`config.mk`:
```
export PLATFORM = sky130hd
export DESIGN_NAME = wb_commit
export DESIGN_NICKNAME = d
export VERILOG_FILES = /design/src/rtl/wb_commit.sv
export SDC_FILE = /design/constraint.sdc
export NUM_CORES = 1
export LEC_CHECK = 0
export CAP_MARGIN = 10
export CORE_AREA = 5 5 146 148
export CTS_CLUSTER_SIZE = 10
export DETAILED_ROUTE_END_ITERATION = 16
export DIE_AREA = 0 0 151 153
export GPL_ROUTABILITY_DRIVEN = 0
export PLACE_DENSITY = 0.95
export REMOVE_ABC_BUFFERS = 1
export SETUP_SLACK_MARGIN = 0.1
export SYNTH_ARGS = -nofsm -noshare
export SYNTH_HDL_FRONTEND = slang
export SYNTH_SLANG_ARGS = --single-unit
```
`constraint.sdc`:
```
create_clock -name clk -period 27.2 [get_ports clk]
set_input_delay 4.08 -clock clk [delete_from_list [all_inputs] [get_ports clk]]
set_output_delay 4.08 -clock clk [all_outputs]
set_load 0.005 [all_outputs]
```
`src/rtl/wb_commit.sv`:
```
// In-order writeback/commit stage: tracks dispatched instructions by tag,
// captures out-of-order completions and retires them to the register file in program order.
module wb_commit #(
    parameter int DEPTH = 4,
    parameter int AW    = 2,
    parameter int XLEN  = 64
) (
    input  logic            clk,
    input  logic            rst_n,
    input  logic            alloc_en,
    input  logic [4:0]      alloc_rd,
    input  logic            alloc_wen,
    output logic [AW-1:0]   alloc_tag,
    output logic            full,
    output logic            empty,
    input  logic            cmpl_valid,
    input  logic [AW-1:0]   cmpl_tag,
    input  logic [XLEN-1:0] cmpl_data,
    output logic            rf_wen,
    output logic [4:0]      rf_waddr,
    output logic [XLEN-1:0] rf_wdata,
    output logic            wb_en,
    input  logic            flush
);

    localparam logic [AW:0] PTR_ONE = {{AW{1'b0}}, 1'b1};

    logic [AW:0]      wptr;
    logic [AW:0]      rptr;
    logic [AW-1:0]    widx;
    logic [AW-1:0]    ridx;
    logic             ptr_eq;
    logic [DEPTH-1:0] vld;
    logic [DEPTH-1:0] done;
    logic [DEPTH-1:0] wen_q;
    logic [4:0]       rd_q   [DEPTH];
    logic [XLEN-1:0]  data_q [DEPTH];
    logic             do_alloc;
    logic             do_cmpl;
    logic             commit;

    assign widx   = wptr[AW-1:0];
    assign ridx   = rptr[AW-1:0];
    assign ptr_eq = (widx == ridx);

    // Status is forced to its idle view while reset is asserted.
    assign full      = rst_n & ptr_eq & (wptr[AW] != rptr[AW]);
    assign empty     = ~rst_n | (ptr_eq & (wptr[AW] == rptr[AW]));
    assign alloc_tag = rst_n ? widx : '0;

    assign do_alloc = alloc_en & ~full & ~flush;
    assign do_cmpl  = cmpl_valid & vld[cmpl_tag] & ~done[cmpl_tag] & ~flush;
    assign commit   = rst_n & ~flush & vld[ridx] & done[ridx];

    always_ff @(posedge clk) begin
        if (!rst_n || flush) begin
            vld  <= '0;
            done <= '0;
            wptr <= '0;
            rptr <= '0;
        end else begin
            if (commit) begin
                vld[ridx] <= 1'b0;
                rptr      <= rptr + PTR_ONE;
            end
            if (do_cmpl) begin
                done[cmpl_tag] <= 1'b1;
            end
            // Allocation is applied last so it wins on a shared index.
            if (do_alloc) begin
                vld[widx]  <= 1'b1;
                done[widx] <= 1'b0;
                wptr       <= wptr + PTR_ONE;
            end
        end
    end

    always_ff @(posedge clk) begin
        if (do_alloc) begin
            rd_q[widx]  <= alloc_rd;
            wen_q[widx] <= alloc_wen & (alloc_rd != 5'd0);
        end
        if (do_cmpl) begin
            data_q[cmpl_tag] <= cmpl_data;
        end
    end

    assign wb_en = commit;

    always_comb begin
        rf_wen   = 1'b0;
        rf_waddr = '0;
        rf_wdata = '0;
        if (commit) begin
            rf_wen   = wen_q[ridx];
            rf_waddr = rd_q[ridx];
            rf_wdata = data_q[ridx];
        end
    end

endmodule
```
**Word-level counts from Yosys, hierarchy flattened**

Memories as Yosys holds them, arrays and structs flattened. A register that Yosys moved wholly into a read port is not among the register bits.
Cells that the tools add are included.

- Memories kept: 2
- Word-level logic and storage cells: 82
- Bits in registers: 18
- RAM bits: 276
- Input bits: 77
- Output and inout port bits: 75

Memory list:

| name | depth | bits a word | rd ports | clocked after Yosys merged registers in | wr ports | line | source |
|---|---|---|---|---|---|---|---|
| data_q | 4 | 64 | 1 | 1 | 1 | 37 | `logic [XLEN-1:0] data_q [DEPTH];` |
| rd_q | 4 | 5 | 1 | 1 | 1 | 36 | `logic [4:0] rd_q [DEPTH];` |

- Mux-type cells: 35
- $add $sub $neg: 2
- $lt $le $gt $ge: 6
- Bitwise gates (word level): 23
- Reduce and logical (&&, ||, !) cells: 6
- Eq/ne operators: 3

Operators with widths:

| operator | count |
|---|---|
| $mux 64 | 1 |
| $mux 4 | 6 |
| $mux 1 | 13 |
| $and 1x1->1 | 12 |
| $bmux 1 s2 | 5 |
| $mux 2 | 5 |
| $lt 2x3->1 const B | 3 |
| $and 4x4->4 | 2 |
| $not 4->4 | 2 |
| $or 4x4->4 | 2 |
| $add 3x1->3 const B | 2 |
| $demux 1 s2 | 3 |
| $ge 2x1->1 const B | 3 |
| $mux 5 | 1 |
| $reduce_bool 5->1 | 1 |
| $bwmux 4 | 1 |
| $not 1->1 | 4 |
| $logic_and 1x1->1 | 3 |
| $eq 2x2->1 | 1 |
| $eq 1x1->1 | 1 |
| $logic_not 1->1 | 1 |
| $logic_or 1x1->1 | 1 |
| $ne 1x1->1 | 1 |
| $or 1x1->1 | 1 |

**Longest topological paths before layout**

- Depth in word-level cells: 10
- Gate-level depth with buffers: 7
- Gate-level depth less buffers: 6

**Least setup slack after synthesis**

No wires, ideal clock.

- Kind: input port to flip-flop
- Start point: input port cmpl_valid
- End point: memory data_q[1][0] (enable)
- Arrival: 10.944 ns
- Stages on the path: 2
- Buffers on the path: 0
- Slack: 15.584 ns
- Required time: 26.528 ns
- Library setup time: 0.672 ns
- Cell sequence: nor2b_1 nor4b_1

- Longest elaborated chain between the ends: 5

Ends and longest elaborated chain:

| element | line | source |
|---|---|---|
| start: declaration | 16 | `input logic cmpl_valid,` |
| $and 1x1->1 (3 in a row) | 52 | `assign do_cmpl = cmpl_valid & vld[cmpl_tag] & ~done[cmpl_tag] & ~flush;` |
| $mux 1 | 83 | `if (do_cmpl) begin` |
| $mux 1 (implied by the code) | 84 | `data_q[cmpl_tag] <= cmpl_data;` |
| end: declaration | 37 |  |

No other way between the ends.

**Worst setup path after layout**

- Start point: input port rst_n
- End point: output port rf_wdata[34]

- Longest elaborated chain between the ends: 4

Ends and longest elaborated chain:

| element | line | source |
|---|---|---|
| start: declaration | 9 | `input logic rst_n,` |
| $and 1x1->1 (3 in a row) | 53 | `assign commit = rst_n & ~flush & vld[ridx] & done[ridx];` |
| $mux 64 | 94 | `if (commit) begin` |
| end: declaration | 21 | `output logic [XLEN-1:0] rf_wdata,` |

No other way between the ends.

==> impl_results.md <==
* Vias at 6013
* Cell area after technology mapping at 11500 um2
* Slew @ Worst Pin at 1.17 ns
* Mux cell area share after synthesis at 14.0%
* Die Ht at 153 um
* Die area at 23100 um2
* Max FO, Critical Path at 37
* Largest net degree at the start of global routing at 75
* CP required at 23.12 ns
* CP endpoint kind: output pin
* Cell family with most CP delay: buffers and inverters
* Pre-antenna DRT Iters at 5
* CP Launch Type: primary input
* R2r endpoint: vld[3]
* Die X at 151 um
* FMAX at 95.4 MHz
* Root Driver: clkbuf_16
* CP dominant cell by count: clkdlybuf4s50_1
* R2R Setup Slk at 24.95 ns
* Final nets at 803
* Post-synth top area share at 73.2%
* R2R depth at 5
* Setup TNS at 0 ns
* Critical setup path kind: in2out
* XOR/XNOR share of the synthesized area at 0.381%
* Residual DRC at 0
* Pwr dens at 64.7 nW/um2
* Layout cells sized above 1 at 18.0%
* H-tree levels at 2
* Post-cts sizing count at 0
* Synth top area cells: edfxtp_1 (73%), mux4_2 (14%), and3_1 (3.8%), dfxtp_1 (2.8%), ha_1 (0.87%)
* EDFF count, synth at 280
* Synth-to-Final Area Change at 24.0%
* Most used DFF post-synth: edfxtp_1
* Synth Warn # at 0
* Setup crit end: rf_wdata[34]
* Grt met1 use at 27.7%
* Peak-usage layer in the global routing report: met2
* Clk buf depth at 3
* Simple-Gate Fraction of Synth Area at 5.39%
* Total global routing track utilization at 20.8%
* Detailed placement HPWL at 14100 um
* Total wire length at 23600 um
* # setup viols final at 0
* Number of CTS-inserted buffers at 35
* Worst hold margin at 0.505 ns
* Initial Util at 57.7%
* Floorplan Core Area at 19900 um2
* Routing usage on met3 at 6.04%
* Dominant cell type by area after synthesis: edfxtp_1
* LEAKAGE at 4.78 nW
* Slew margin rel. at 22.2%
* Via density at 5.99
* Share of the clock period used by the worst path at 38.5%
* Syn avg cell area at 20.7 um2
* Fin. Hold Viols at 0
* Routed len/inst at 23.5 um
* Compound-Gate Fraction of Synth Area at 1.42%
* Netlist cell types at 40
* Setup crit start: rst_n
* Synthesis-stage register bit count at 296
* Synth Instances at 554
* Row count at 52
* # fillers at 1177
* First-pass GRT wire length at 37000 um
* ANT nets after route at 0
* M2 GR Usage at 33.9%
* ANT cells at 0
* Reg clk slew, reported paths at 0.05 ns
* Gr ovfl total at 0
* Clock latency on the worst-skew pair at 0.50 ns
* Initial antenna violation count at 2
* Worst Path Buf+Inv at 3
* Min Tclk post-route at 10.48 ns
* Setup Skew at 0.0210 ns
* Run status: completed
* TritonCTS clock tree: done
* Fin. max-slew vios at 0
* Post-CTS Hold Buffers at 0
* Combinational family with the most area after synthesis: multiplexers
* Worst r2r src: rptr[0]
* WP data arrival at 6.40 ns
* CP peak stage delay at 0.61 ns
* Maximum Capacitance Violations at 0
* Most numerous cell in the Yosys netlist: edfxtp_1
* Commonest cells post-synth: edfxtp_1 (280), and3_1 (70), mux4_2 (70), clkbuf_1 (18), dfxtp_1 (16)
* Sequential area share after synthesis at 76.0%
* Worst hold-check path type: reg2reg
* Levels on crit path at 6
* Crit-path cells: clkdlybuf4s50_1 -> nand2b_2 -> a311oi_4 -> buf_4 -> and3_1 -> clkdlybuf4s50_1
* Post-Synth Adder-Cell Area at 0.872%
* Ports at 152
* Share of flip-flops with an asynchronous set or reset at 0%
* 1st-iter DRT viols at 515
* RSZ-0062 raised after global routing: false
* Clk sink count at 296
* Max IR drop VDD at 52.7 uV
* Setup bufs post-CTS at 0
* Vias in the first global route at 6568
* Slowest cell on crit path: clkdlybuf4s50_1
* Port buffer count at 151
[layout by cell type, fill, tap and decap left out, types with 2 or more instances in the layout]
cell / instances
mux2i_1: 3
clkbuf_1: 14
o211a_1: 2
o21ai_0: 3
ha_1: 8
o21a_1: 2
a31o_2: 2
clkbuf_16: 35
nand3_1: 2
nor2_1: 6
nor2b_1: 2
inv_1: 12
nand2_1: 13
and3_1: 70
mux4_2: 70
inv_6: 3
a21oi_1: 2
edfxtp_1: 280
and2_1: 4
dfxtp_1: 14
buf_4: 10
xnor2_1: 4
dfxtp_4: 2
clkdlybuf4s50_1: 151
[per-stage QoR]
step	setup slack [ns]	cells	cell area, um2	total power [mW]	util (%)
2_1_floorplan	15.58	520	11300	0.512	-
3_3_place_gp	16.81	951	13300	0.527	66.7
3_5_place_dp	16.75	951	13300	0.529	66.7
4_1_cts	16.75	1004	14200	0.928	71.5
5_1_grt	16.57	1004	14200	0.952	71.5
6_report	16.72	1004	14200	0.921	71.5
[per-layer routing]
layer	up-vias	wire, um
met5	-	31
met1	3043	9040
met4	4	591
met2	298	12000
li1	2602	-
met3	66	1970
[cell type report]
cell class,instances,area [um2],area share (%)
repair buffers,161,1590,11.1
clock inverters,3,26.3,0.184
flip-flops and latches,296,8740,61.3
inverters,13,48.8,0.343
clock buffers,50,942,6.62
well taps,270,338,2.37
multi-input cells,211,2560,18.0
[flip-flops by register name (all words and copies together) (netlist names), named ones only]
name,cells
done,4
vld,4
wen_q,4
data_q,256
wptr,3
rd_q,20
rptr,3
[cells by family (layout without fill, tap and decap cells)]
family          after synthesis  count (layout)
simple gates                105             105
xor+xnor                      5               5
fa+ha+maj                     8               8
mux                          73              73
buf+inv                      47             227
flops                       296             296
compound gates               20              20
[worst min-delay path by stage]
stage	to	slack, ns	depth (start not counted)	startpoint
global route	rptr[2]	0.52	1	rptr[2]
CTS	rptr[2]	0.51	1	rptr[2]
floorplan	rptr[2]	0.45	1	rptr[2]
global placement	rptr[2]	0.47	1	rptr[2]
detailed placement	rptr[2]	0.50	1	rptr[2]
finish	rptr[2]	0.51	2	rptr[2]
[power by group]
group	switching [mW]	total (mW)	leakage, nW	internal, mW
Clock	0.162	0.401	0.469	0.239
Combinational	0.00851	0.0199	1.66	0.0113
Sequential	0.000484	0.500	2.65	0.499
Total	0.171	0.921	4.78	0.749
[worst reg2reg max path, cell delays in order (launching register included)]
cell and delay [ns]:
dfxtp_1 0.70, nand3_1 0.14, o211ai_1 0.19, buf_4 0.63, nand3_2 0.23, a31o_1 0.26
(Power assumes the default switching activity.)
